`src/rtl/mac_pkg.sv`:
```
// Shared types and arithmetic helpers for the pipelined multiply-accumulate datapath.
// Helpers work on a fixed maximum word width; callers pass the live widths and slice the result.
package mac_pkg;

  localparam int MAC_MAX_W = 64;

  typedef logic [MAC_MAX_W-1:0] mac_word_t;

  typedef struct packed {
    mac_word_t sum;
    logic      ovf;
  } mac_add_t;

  // Widen a prod_w-bit product, replicating its top bit when signed.
  function automatic mac_word_t mac_extend(input mac_word_t prod,
                                           input int        prod_w,
                                           input logic      is_signed);
    mac_word_t r;
    r = '0;
    for (int i = 0; i < MAC_MAX_W; i++) begin
      r[i] = (i < prod_w) ? prod[i] : (is_signed & prod[prod_w-1]);
    end
    return r;
  endfunction

  // acc_w-bit add of a and b; reports overflow and optionally clamps to the range limit.
  function automatic mac_add_t mac_sat_add(input mac_word_t a,
                                           input mac_word_t b,
                                           input int        acc_w,
                                           input logic      is_signed,
                                           input logic      saturate);
    mac_add_t  r;
    mac_word_t mask;
    mac_word_t raw;
    mac_word_t wrapped;
    mac_word_t sat_val;
    logic      ovf;
    mask    = (mac_word_t'(1) << acc_w) - mac_word_t'(1);
    raw     = (a & mask) + (b & mask);
    wrapped = raw & mask;
    if (is_signed) begin
      ovf     = (a[acc_w-1] == b[acc_w-1]) && (wrapped[acc_w-1] != a[acc_w-1]);
      sat_val = a[acc_w-1] ? (mac_word_t'(1) << (acc_w - 1)) : (mask >> 1);
    end else begin
      ovf     = raw[acc_w];
      sat_val = mask;
    end
    r.sum = (saturate && ovf) ? sat_val : wrapped;
    r.ovf = ovf;
    return r;
  endfunction

endpackage

```
`src/rtl/mac_mult_stage.sv`:
```
// Registered N x N multiplier: one-cycle latency, one product per cycle, no backpressure.
// clear drops the sample on the same edge and invalidates any held product.
module mac_mult_stage #(
  parameter int N      = 4,
  parameter int SIGNED = 0
) (
  input  logic             clk,
  input  logic             reset_n,
  input  logic             in_valid,
  input  logic             clear,
  input  logic [N-1:0]     a,
  input  logic [N-1:0]     b,
  output logic [2*N-1:0]   prod_q,
  output logic             p_valid
);

  localparam int PROD_W = 2 * N;

  logic [PROD_W-1:0] a_ext;
  logic [PROD_W-1:0] b_ext;
  logic [PROD_W-1:0] prod;

  // The low 2N bits of the widened product are correct for both signed and unsigned operands.
  assign a_ext = (SIGNED != 0) ? {{N{a[N-1]}}, a} : {{N{1'b0}}, a};
  assign b_ext = (SIGNED != 0) ? {{N{b[N-1]}}, b} : {{N{1'b0}}, b};
  assign prod  = a_ext * b_ext;

  always_ff @(posedge clk or negedge reset_n) begin
    if (!reset_n) begin
      prod_q  <= '0;
      p_valid <= 1'b0;
    end else if (clear) begin
      p_valid <= 1'b0;
    end else if (in_valid) begin
      prod_q  <= prod;
      p_valid <= 1'b1;
    end else begin
      p_valid <= 1'b0;
    end
  end

endmodule

```
`src/rtl/mac_pipe.sv`:
```
// Two-stage pipelined MAC: product registered, then accumulated; A*B appears two edges after it is driven.
// One term per cycle, bubbles via in_valid, no backpressure; optional DOT_LEN-term windows pulse done.
module mac_pipe
  import mac_pkg::*;
#(
  parameter int N        = 4,
  parameter int ACC_W    = 8,
  parameter int SIGNED   = 0,
  parameter int SATURATE = 0,
  parameter int DOT_LEN  = 0
) (
  input  logic                          clk,
  input  logic                          reset_n,
  input  logic                          in_valid,
  input  logic                          clear,
  input  logic [N-1:0]                  A,
  input  logic [N-1:0]                  B,
  output logic [ACC_W-1:0]              accumulator,
  output logic                          acc_valid,
  output logic                          done,
  output logic                          overflow,
  output logic [$clog2(DOT_LEN+2)-1:0]  count
);

  localparam int PROD_W = 2 * N;
  localparam int CNT_W  = $clog2(DOT_LEN + 2);
  localparam logic [CNT_W-1:0] DOT_LEN_C = CNT_W'(DOT_LEN);
  localparam logic [CNT_W-1:0] CNT_MAX   = '1;
  localparam logic [CNT_W-1:0] CNT_ONE   = CNT_W'(1);

  if (ACC_W < 2 * N) begin : g_acc_too_narrow
    $error("mac_pipe: ACC_W must be at least 2*N");
  end
  if (ACC_W >= MAC_MAX_W) begin : g_acc_too_wide
    $error("mac_pipe: ACC_W exceeds the helper word width");
  end

  logic [PROD_W-1:0] prod_q;
  logic              p_valid;

  mac_mult_stage #(
    .N      (N),
    .SIGNED (SIGNED)
  ) u_mult (
    .clk      (clk),
    .reset_n  (reset_n),
    .in_valid (in_valid),
    .clear    (clear),
    .a        (A),
    .b        (B),
    .prod_q   (prod_q),
    .p_valid  (p_valid)
  );

  // Set after reset, clear or a completed window: the next term starts from zero.
  logic             win_start;
  mac_word_t        ext_w;
  mac_add_t         add_r;
  logic [ACC_W-1:0] base;
  logic [ACC_W-1:0] next_acc;
  logic [CNT_W-1:0] next_cnt;
  logic             next_done;
  logic             next_ovf;
  logic             unused_sum;

  always_comb begin
    ext_w     = mac_extend(mac_word_t'(prod_q), PROD_W, SIGNED != 0);
    base      = win_start ? '0 : accumulator;
    add_r     = mac_sat_add(mac_word_t'(base), ext_w, ACC_W, SIGNED != 0, SATURATE != 0);
    next_acc  = add_r.sum[ACC_W-1:0];
    next_ovf  = add_r.ovf | (overflow & ~win_start);
    next_cnt  = count;
    if (win_start) begin
      next_cnt = CNT_ONE;
    end else if (DOT_LEN > 0) begin
      next_cnt = count + CNT_ONE;
    end else if (count != CNT_MAX) begin
      next_cnt = count + CNT_ONE;
    end
    next_done = (DOT_LEN > 0) && (next_cnt == DOT_LEN_C);
  end

  assign unused_sum = ^add_r.sum[MAC_MAX_W-1:ACC_W];

  always_ff @(posedge clk or negedge reset_n) begin
    if (!reset_n) begin
      accumulator <= '0;
      count       <= '0;
      overflow    <= 1'b0;
      acc_valid   <= 1'b0;
      done        <= 1'b0;
      win_start   <= 1'b1;
    end else if (clear) begin
      accumulator <= '0;
      count       <= '0;
      overflow    <= 1'b0;
      acc_valid   <= 1'b0;
      done        <= 1'b0;
      win_start   <= 1'b1;
    end else if (p_valid) begin
      accumulator <= next_acc;
      count       <= next_cnt;
      overflow    <= next_ovf;
      acc_valid   <= 1'b1;
      done        <= next_done;
      win_start   <= next_done;
    end else begin
      acc_valid   <= 1'b0;
      done        <= 1'b0;
    end
  end

endmodule

```
`config.mk`:
```
export PLATFORM = sky130hd
export DESIGN_NAME = mac_pipe
export DESIGN_NICKNAME = d
export VERILOG_FILES = /design/src/rtl/mac_pkg.sv /design/src/rtl/mac_mult_stage.sv /design/src/rtl/mac_pipe.sv
export SDC_FILE = /design/constraint.sdc
export NUM_CORES = 1
export LEC_CHECK = 0
export CAP_MARGIN = 0
export CORE_ASPECT_RATIO = 1.25
export CORE_MARGIN = 2
export CORE_UTILIZATION = 50
export CTS_CLUSTER_DIAMETER = 30
export DETAILED_ROUTE_END_ITERATION = 10
export PLACE_DENSITY = 0.74
export SKIP_LAST_GASP = 1
export SYNTH_ARGS = -nofsm -noshare
export SYNTH_HDL_FRONTEND = slang
export SYNTH_SLANG_ARGS = --single-unit
```
`constraint.sdc`:
```
create_clock -name clk -period 4 [get_ports clk]
set_clock_uncertainty 0.2 [all_clocks]
set_input_delay 0.8 -clock clk [delete_from_list [all_inputs] [get_ports clk]]
set_output_delay 0.8 -clock clk [all_outputs]
set_load 0.05 [all_outputs]
```
==> impl_results.md <==
* CTS buffer count at 3
* Final wirelength at between 3000 and 4000 µm
* Post-detail-place hpwl at 2660 µm
* Syn avg cell area at 9.07 µm²
* Syn Nets at 217
* Pin count of the biggest net entering global routing at 22
* Setup TNS at 0 ns
* Setup Buffers After CTS at 0
* # setup viols final at 0
* Inserted Diodes at 0
* Worst-path fanout max at 4
* H-tree depth at 1
* Initial drt markers at 29
* VDD IR max at 0.000150 V
* DR vias/cell at around 5.6
* Port Buffers at 22
* Multi-input logic area at approximately 1000 µm²
* CTS clk-pin slew, worst paths at ~0.080 ns
* RePlAce Congestion at around 0.8
* Fillcell total at ~290
* NetSw at ~0.2 mW
* Layout cells sized above 1 at 0.0347
* Largest family of logic cells by synthesized area: simple AND/OR/NAND/NOR gates
* Sink Count at 21
* Commonest register cell after synthesis: dfrtp_1
* Max-slew violations at 0
* Synthesized cell area at 1630 µm²
* CP arrival at 3.73 ns
* First-pass GRT wire length at roughly 6000 µm
* Final Worst Setup Slack at around 0.23 ns
* Combinational share of power at 0.331
* Worst relative slew slack at 0.377
* Synth unique cells at 39
* Core box area at ~3200 µm²
* Cell row count at 23
* Async S/R FF share, synth at 1.00
* Die Wd at between 50 and 60 µm
* PwrDens at 307 nW/µm²
* Sequential element share of the synthesized area at 0.323
* CP Capture Type: register
* Die Span Y at between 60 and 70 µm
* Most common cell after layout, fill and taps aside: clkdlybuf4s50_1
* Worst-Margin Slew at between 0.9 and 1 ns
* Vias at ~1400
* Area fraction in compound gates after synthesis at 0.151
* Mapped Cells at between 150 and 200
* Lkg Pwr at slightly above 0.9 nW
* CTS tree: done
* Fin nets at 240
* Initial core utilization at 0.516
* Min-Delay Path Class: register to register
* I/O Pins at 24
* Fin crit share at 0.942
* Max clock buf depth at 2
* Final hold violation count at 0
* Post-synth EDFFs at 0
* Clock latency on the worst-skew pair at approximately 0.26 ns
* RSZ-0062 raised after global routing: no
* Register share of total power at 0.432
* Post-CTS Resized at 0
* Synthesized flop and latch total at 21
* CP Launch Type: input port
* Pre-CTS WS at about 0.0056 ns
* Die area at 3740 µm²
* Xor/xnor share of the synthesized area at 0.0322
* Switching share of total power at 0.341
* DR WL/cell at 14.0 µm
* Overall Power at 0.591 mW
* Number of global-route vias before repair at between 1000 and 1500
* WP data required at between 3 and 4 ns
* Post-synthesis adder-cell area fraction at 0.215
* Critical setup path kind: input port to register
* Synth Warn # at 0
* Grt total ovfl at 0
* Gr usage total at 0.214
* Outcome: finished, final reports clean
* Clock share of power at 0.236
* Area delta synth->final at 17.9%
* # DRC at 0
* Most frequent cells in the layout: 22 x clkdlybuf4s50_1, 20 x ha_1, 20 x dfrtp_1, 18 x nand2_1
* Max Freq at 265 MHz
* Antenna violations before repair at 0
* Internal power at between 0.3 and 0.4 mW
* Post-synthesis mux area share at 0.0130
* Fin util at 0.608
* Synth Area in Simple Gates at 0.225
* Storage cell area at between 500 and 600 µm²
* # hold bufs at CTS at 0
* Total iterations of the first detailed-routing run at 4
* Routed Antenna Nets at 0
* Post-layout min period at approximately 3.8 ns
* CTS root buf: clkbuf_8
* Maxcap violations at 0
power groups by stage:
stage	Sequential [mW]	Combinational, mW	Clock (mW)
4_1_cts	0.255	0.197	0.143
3_5_place_dp	0.260	0.195	0
6_report	0.256	0.196	0.140
3_3_place_gp	0.260	0.189	0
2_1_floorplan	0.277	0.118	0
5_1_grt	0.259	0.222	0.155
kinds of logic after synthesis:
logic type,after synthesis
and+or+nand+nor,69
muxes,2
other,1
buffers and inverters,16
DFF,21
adders and majority gates,25
AOI/OAI and AO/OA,40
xor gates and xnor gates,6
synthesized netlist by cell type, types with 2 or more instances:
library cell  number  area (µm²)
dfrtp_1           20         500
ha_1              20         250
nand2_1           18        67.6
a21oi_1           12        60.1
and2_1            12        75.1
inv_1             12        45.0
nor2_1            10        37.5
o21ai_0           10        50.1
nor2b_1            9        56.3
nand2b_1           7        43.8
fa_1               5         100
a21o_1             4        30.0
xor2_1             4        35.0
a211oi_1           3        22.5
nand3_1            3        15.0
nor3_1             3        15.0
and3_1             2        12.5
clkbuf_1           2        7.51
o21a_1             2        15.0
o31ai_1            2        15.0
xnor2_1            2        17.5
worst paths after layout:
kind	from	to	slack (ns)	depth (start not counted)
setup / recovery	B[3]	u_mult.prod_q[6]	0.23	11
hold / removal	u_mult.prod_q[3]	u_mult.prod_q[3]	0.29	2
setup reg to reg	win_start	accumulator[5]	1.53	7
hold reg to reg	u_mult.prod_q[3]	u_mult.prod_q[3]	0.29	2
max in group asynchronous	reset_n	accumulator[1]	2.17	1
min in group asynchronous	reset_n	accumulator[6]	0.86	1
registers in the layout (all words and copies together), names as in the netlist:
register and cells:
overflow 1, u_mult.prod_q 8, acc_valid 1, accumulator 8, win_start 1, u_mult.p_valid 1, count 1
worst max-delay path: stages:
cell and delay [ns]:
clkdlybuf4s50_1 0.51, nand2_1 0.11, fa_1 0.54, inv_1 0.05, fa_1 0.56, inv_1 0.07
fa_1 0.46, nor2b_1 0.18, o21a_1 0.17, nor3_1 0.05, o31ai_1 0.22
through the flow:
step           instances  cell area, µm²  hold WS (ns)
4_1_cts              239            1920         0.296
3_5_place_dp         235            1880         0.274
5_1_grt              239            1920         0.322
2_1_floorplan        180            1630         0.245
3_3_place_gp         235            1880         0.274
6_report             239            1920         0.295
layer usage:
| layer | part of all wire | global-route usage | up-vias |
|---|---|---|---|
| met5 | 0 | 0 | - |
| met3 | 0.022 | 0.0175 | 6 |
| met4 | 0.019 | 0.107 | 0 |
| li1 | - | - | 660 |
| met1 | 0.42 | 0.240 | 658 |
| met2 | 0.54 | 0.393 | 26 |
area by class of cell:
type	count	area share
Multi-Input combinational cell	143	0.541
Sequential cell	21	0.274
Timing Repair Buffer	22	0.114
Tap cell	37	0.0241
Clock buffer	4	0.0234
Inverter	12	0.0234
Note: power is estimated with default switching activity, not from simulation.
